### src/rtl/eg_seq.sv
// Single-operator envelope sequencer: envelope state machine, global envelope
// counter and 10-bit attenuation register for one FM operator.
module eg_seq (
  input  logic       clk,
  input  logic       rst,
  input  logic       eg_tick,
  input  logic       keyon,
  input  logic [4:0] ar,
  input  logic [4:0] d1r,
  input  logic [4:0] d2r,
  input  logic [3:0] rr,
  input  logic [3:0] sl,
  input  logic [1:0] ks,
  input  logic [4:0] keycode,
  input  logic       step_V,
  output logic [2:0] state_V,
  output logic [5:0] rate_V,
  output logic [2:0] cnt_V,
  output logic [9:0] eg
);

  typedef enum logic [2:0] {
    ATTACK  = 3'd0,
    DECAY1  = 3'd1,
    DECAY2  = 3'd2,
    RELEASE = 3'd7
  } state_t;

  state_t      state;
  logic [14:0] eg_cnt;
  logic        keyon_l;

  logic [4:0]  base;
  logic [4:0]  kcs;
  logic [5:0]  attack_rate;
  logic [3:0]  rate_hi;
  logic [3:0]  shift;
  logic [14:0] low_mask;
  logic        do_step;
  logic [4:0]  inc;
  logic [13:0] prod;
  logic [10:0] att_dec;
  logic [9:0]  eg_att;
  logic [10:0] dec_sum;
  logic [9:0]  eg_dec;
  logic [9:0]  slv;
  logic        key_rise;
  logic        key_fall;

  // Rate is twice the base plus the key-scale contribution, saturated at 63;
  // a zero base rate always yields zero so the envelope freezes.
  function automatic logic [5:0] calc_rate(input logic [4:0] b, input logic [4:0] k);
    logic [6:0] sum;
    sum = {1'b0, b, 1'b0} + {2'b00, k};
    if (b == 5'd0)
      return 6'd0;
    else if (sum > 7'd63)
      return 6'd63;
    else
      return sum[5:0];
  endfunction

  always_comb begin
    base = {rr, 1'b1};
    case (state)
      ATTACK:  base = ar;
      DECAY1:  base = d1r;
      DECAY2:  base = d2r;
      default: base = {rr, 1'b1};
    endcase
  end

  assign kcs         = keycode >> (2'd3 - ks);
  assign rate_V      = calc_rate(base, kcs);
  assign attack_rate = calc_rate(ar, kcs);

  assign rate_hi  = rate_V[5:2];
  assign shift    = (rate_hi < 4'd11) ? (4'd11 - rate_hi) : 4'd0;
  assign cnt_V    = 3'(eg_cnt >> shift);
  assign low_mask = (15'd1 << shift) - 15'd1;
  assign do_step  = ((eg_cnt & low_mask) == 15'd0) && step_V && (rate_V != 6'd0);
  assign inc      = (rate_hi < 4'd12) ? 5'd1 : (5'd1 << (rate_hi - 4'd11));

  // Attack moves exponentially towards zero; decay and release move linearly
  // towards silence. Both saturate at their end of the range.
  assign prod    = {4'b0000, eg} * {9'b0, inc};
  assign att_dec = 11'(prod >> 4) + 11'd1;
  assign eg_att  = (att_dec >= {1'b0, eg}) ? 10'd0 : (eg - att_dec[9:0]);
  assign dec_sum = {1'b0, eg} + {6'b0, inc};
  assign eg_dec  = (dec_sum > 11'h3FF) ? 10'h3FF : dec_sum[9:0];

  assign slv      = (sl == 4'd15) ? 10'h3E0 : {1'b0, sl, 5'b0};
  assign key_rise = keyon && !keyon_l;
  assign key_fall = !keyon && keyon_l;

  // Key edges win over level transitions and suppress the attenuation step;
  // otherwise level transitions look at the pre-update eg and the step uses
  // the state held before this tick.
  always_ff @(posedge clk) begin
    if (rst) begin
      state   <= RELEASE;
      eg      <= 10'h3FF;
      eg_cnt  <= 15'd0;
      keyon_l <= 1'b0;
    end else if (eg_tick) begin
      keyon_l <= keyon;
      eg_cnt  <= eg_cnt + 15'd1;
      if (key_rise) begin
        if (attack_rate >= 6'd62) begin
          eg    <= 10'd0;
          state <= DECAY1;
        end else begin
          state <= ATTACK;
        end
      end else if (key_fall) begin
        state <= RELEASE;
      end else begin
        if (state == ATTACK && eg == 10'd0)
          state <= DECAY1;
        else if (state == DECAY1 && eg >= slv)
          state <= DECAY2;
        if (do_step)
          eg <= (state == ATTACK) ? eg_att : eg_dec;
      end
    end
  end

  assign state_V = state;

endmodule
### config.mk
export PLATFORM = sky130hd
export DESIGN_NAME = eg_seq
export DESIGN_NICKNAME = d
export VERILOG_FILES = /design/src/rtl/eg_seq.sv
export SDC_FILE = /design/constraint.sdc
export NUM_CORES = 1
export LEC_CHECK = 0
export BUFFER_PORTS_ARGS = -buffer_cell sky130_fd_sc_hd__buf_2
export CELL_PAD_IN_SITES_DETAIL_PLACEMENT = 0
export CELL_PAD_IN_SITES_GLOBAL_PLACEMENT = 2
export CORE_MARGIN = 5
export CORE_UTILIZATION = 36
export DETAILED_ROUTE_END_ITERATION = 12
export PLACE_DENSITY_LB_ADDON = 0.08
export SKIP_CTS_REPAIR_TIMING = 1
export SLEW_MARGIN = 10
export SYNTH_ARGS = -nofsm -noshare
export SYNTH_HDL_FRONTEND = slang
export SYNTH_SLANG_ARGS = --single-unit
### constraint.sdc
create_clock -name clk -period 13.9 [get_ports clk]
set_clock_uncertainty 0.15 [all_clocks]
set_input_delay 2.085 -clock clk [delete_from_list [all_inputs] [get_ports clk]]
set_output_delay 2.085 -clock clk [all_outputs]
set_load 0.03 [all_outputs]
==> impl_metrics.ini <==
[floorplanning]
die_width_um = 135.1
io_pins = 57
chipHeight_um = 135.1
full_die_area_um2 = 18260
design.core.area_um2 = 15260
floorplan.initialDensity_pct = 36.93
row_count = 45

[route]
initialDrtViolationCount = 421
route.vias.total = 5332
routed_len_inst_um = 17.58
detail-route-antenna-nets = 0
drt_first_pass_iters = 5
detail_route.vias_per_cell = 5.525
sum_of_routed_wire_length_over_all_layers_um = 16970
drc = 0

[sta]
maxSlewHeadroom_pct = 40.54
max_freq_ghz = 0.08154
drv_slew = 0
setup_viol_count_final = 0
timing.setup.tns_ns = 0
grt_setup_unrepaired = false
worstMarginPinSlew_ns = 0.8846
finalCritPeriodShare_pct = 88.23
final_period_minus_worst_setup_slack_ns = 12.26
timing_hold_violations_final = 0

[yosys]
synth_enable_flop_cells = 0
synth_nets = 847
ys_async_sr_fraction_pct = 0
synth-warning-count = 0
synth.yosys.seq_area_share_pct = 10.30
synthesis.instances = 721
ys_dominant_reg_cell = dfxtp_1
yosys_register_bits = 29
synthesis.area_per_instance_um2 = 7.816
post_synth_num_cell_types = 87
synthesized_cell_area_um2 = 5635

[worst_setup_path]
crit_start = d2r[2]
worst_ep_required_time_ns = 13.96
crit_arrival_ns = 12.32
crit_end_element = flop
timing.critical_path.mode_cell = ha_1
timing.rr.start = state_V[0]
critPathMaxStageDelay_ns = 0.78
crit_fanout = 18
critPathKind = in -> reg
cp-start-kind = input port
critical-path-slowest-cell = nor4_2

[pwr]
total_power_uw = 1385
vdd_drop_max_uv = 151.1
p_leak_uw = 0.002918
power.density_nw_per_um2 = 224.0

[placement]
io_buffers = 56
place_hpwl_um = 14110
routabilityCongestion = 0.8821
placed_cell_area_um2 = 6041

[clocking]
clkSlewWorstSetupHoldPaths_ns = 0.05
root_buffer = clkbuf_16
tritoncts.num_buffers = 5
clock_tree.htree_level_count = 2
tritoncts = done
clk_path_buf_depth = 2
insertion_delay_ns = 0.28
tritoncts_num_sinks = 29

[global_routing]
grt_start_max_net_pins = 32
grt_overflow = 0
vias_in_the_first_global_route = 5018
grtUsageTotal_pct = 18.54
number_of_antenna_violations_at_the_first_check_in_global_routing = 0
first_pass_grt_wire_length_um = 27200

[flow_run]
maxCapViolations = 0

[min_path]
hp-start = eg_cnt[13]
hold_class = reg -> reg

[cells_and_area]
syn2layout_area_growth_pct = 9.658
antenna_cells = 0
finish.instance_area_um2 = 6180
design.final.nets = 879
filler_cell_count = 1600
drive_above_1_share_pct = 12.47

[outcome]
status = complete, no violations
[worst max-delay path: cells and delay by family]
| family | cells | cell delay (ns) |
|---|---|---|
| xor gates and xnor gates | 3 | 0.64 |
| and+or+nand+nor | 12 | 3.58 |
| adders and majority gates | 8 | 2.84 |
| AOI/OAI and AO/OA | 11 | 2.80 |
| muxes | 1 | 0.16 |
| buffers and inverters | 3 | 0.19 |
[metal layers]
metal | track usage [%] | up-vias | part of all wire, %
met5 | 0 | - | 0
met4 | 3.583 | 0 | 0.90
met3 | 2.869 | 13 | 6.1
met2 | 27.10 | 153 | 42
met1 | 28.63 | 2512 | 51
li1 | - | 2654 | -
[power by group]
part	internal [uW]	switching [uW]
clock network	65.6	39.7
registers	88.2	16.1
logic	462	713
[cell families (layout without fill, tap and decap cells)]
kind of cell	count (synthesis)	count (layout)	synth area share, %
simple gates	240	240	22.47
flops	29	29	10.30
mux	26	26	4.662
compound gates	179	179	24.20
xor+xnor	42	42	6.772
fa+ha+maj	91	91	23.53
buf+inv	114	147	8.060
[cell type report]
type,count,area [um^2],share of cell area (%)
Inverter,82,307.8,4.981
Tap cell,211,264.0,4.272
Clock inverter,2,10.01,0.1620
Sequential cell,29,580.6,9.395
Clock buffer,6,128.9,2.085
Multi-Input combinational cell,578,4601,74.45
Timing Repair Buffer,57,287.8,4.657
[state kept, by name (all words and copies together), names as in the netlist]
name / flops
eg_cnt: 15
eg: 10
state_V: 3
keyon_l: 1
[per-stage QoR]
step / setup WS (ns) / utilization (%) / instances / hold WS, ns
6_report: 1.637 / 40.50 / 965 / 0.3957
5_1_grt: 0.8437 / 40.50 / 965 / 0.4366
4_1_cts: 1.738 / 40.50 / 965 / 0.3931
3_5_place_dp: 1.468 / 39.59 / 957 / 0.3844
3_3_place_gp: 1.746 / 39.59 / 957 / 0.3681
2_1_floorplan: 3.015 / - / 721 / 0.3219
[layout by cell type, fill, tap and decap left out, types with 9 or more instances in the layout]
master and instances:
dfxtp_1 29, nor2_1 51, a21oi_1 32, nor3_1 16, fa_1 25, ha_1 66
nor4_1 18, o21ai_0 25, nand2_1 57, and3_1 19, xnor2_1 22, inv_1 80
and2_1 17, mux2i_1 24, xor2_1 19, nor2b_1 9, buf_2 56, nand3_1 14
a21o_1 17
[final timing paths]
kind / cells after the start / to / slack [ns]
setup / recovery: 38 / eg[6] / 1.64
hold / removal: 2 / eg_cnt[13] / 0.40
hold reg to reg: 2 / eg_cnt[13] / 0.40
setup reg to reg: 37 / eg[6] / 2.83
[Yosys cell counts, types with 18 or more instances]
library cell / count / area, um^2
a21oi_1: 32 / 160.2
and3_1: 19 / 118.9
clkbuf_1: 23 / 86.33
dfxtp_1: 29 / 580.6
fa_1: 25 / 500.5
ha_1: 66 / 825.8
inv_1: 80 / 300.3
mux2i_1: 24 / 240.2
nand2_1: 57 / 214.0
nor2_1: 51 / 191.4
nor4_1: 18 / 112.6
o21ai_0: 25 / 125.1
xnor2_1: 22 / 192.7
xor2_1: 19 / 166.4
No activity file was read; power rests on OpenSTA's default activity.
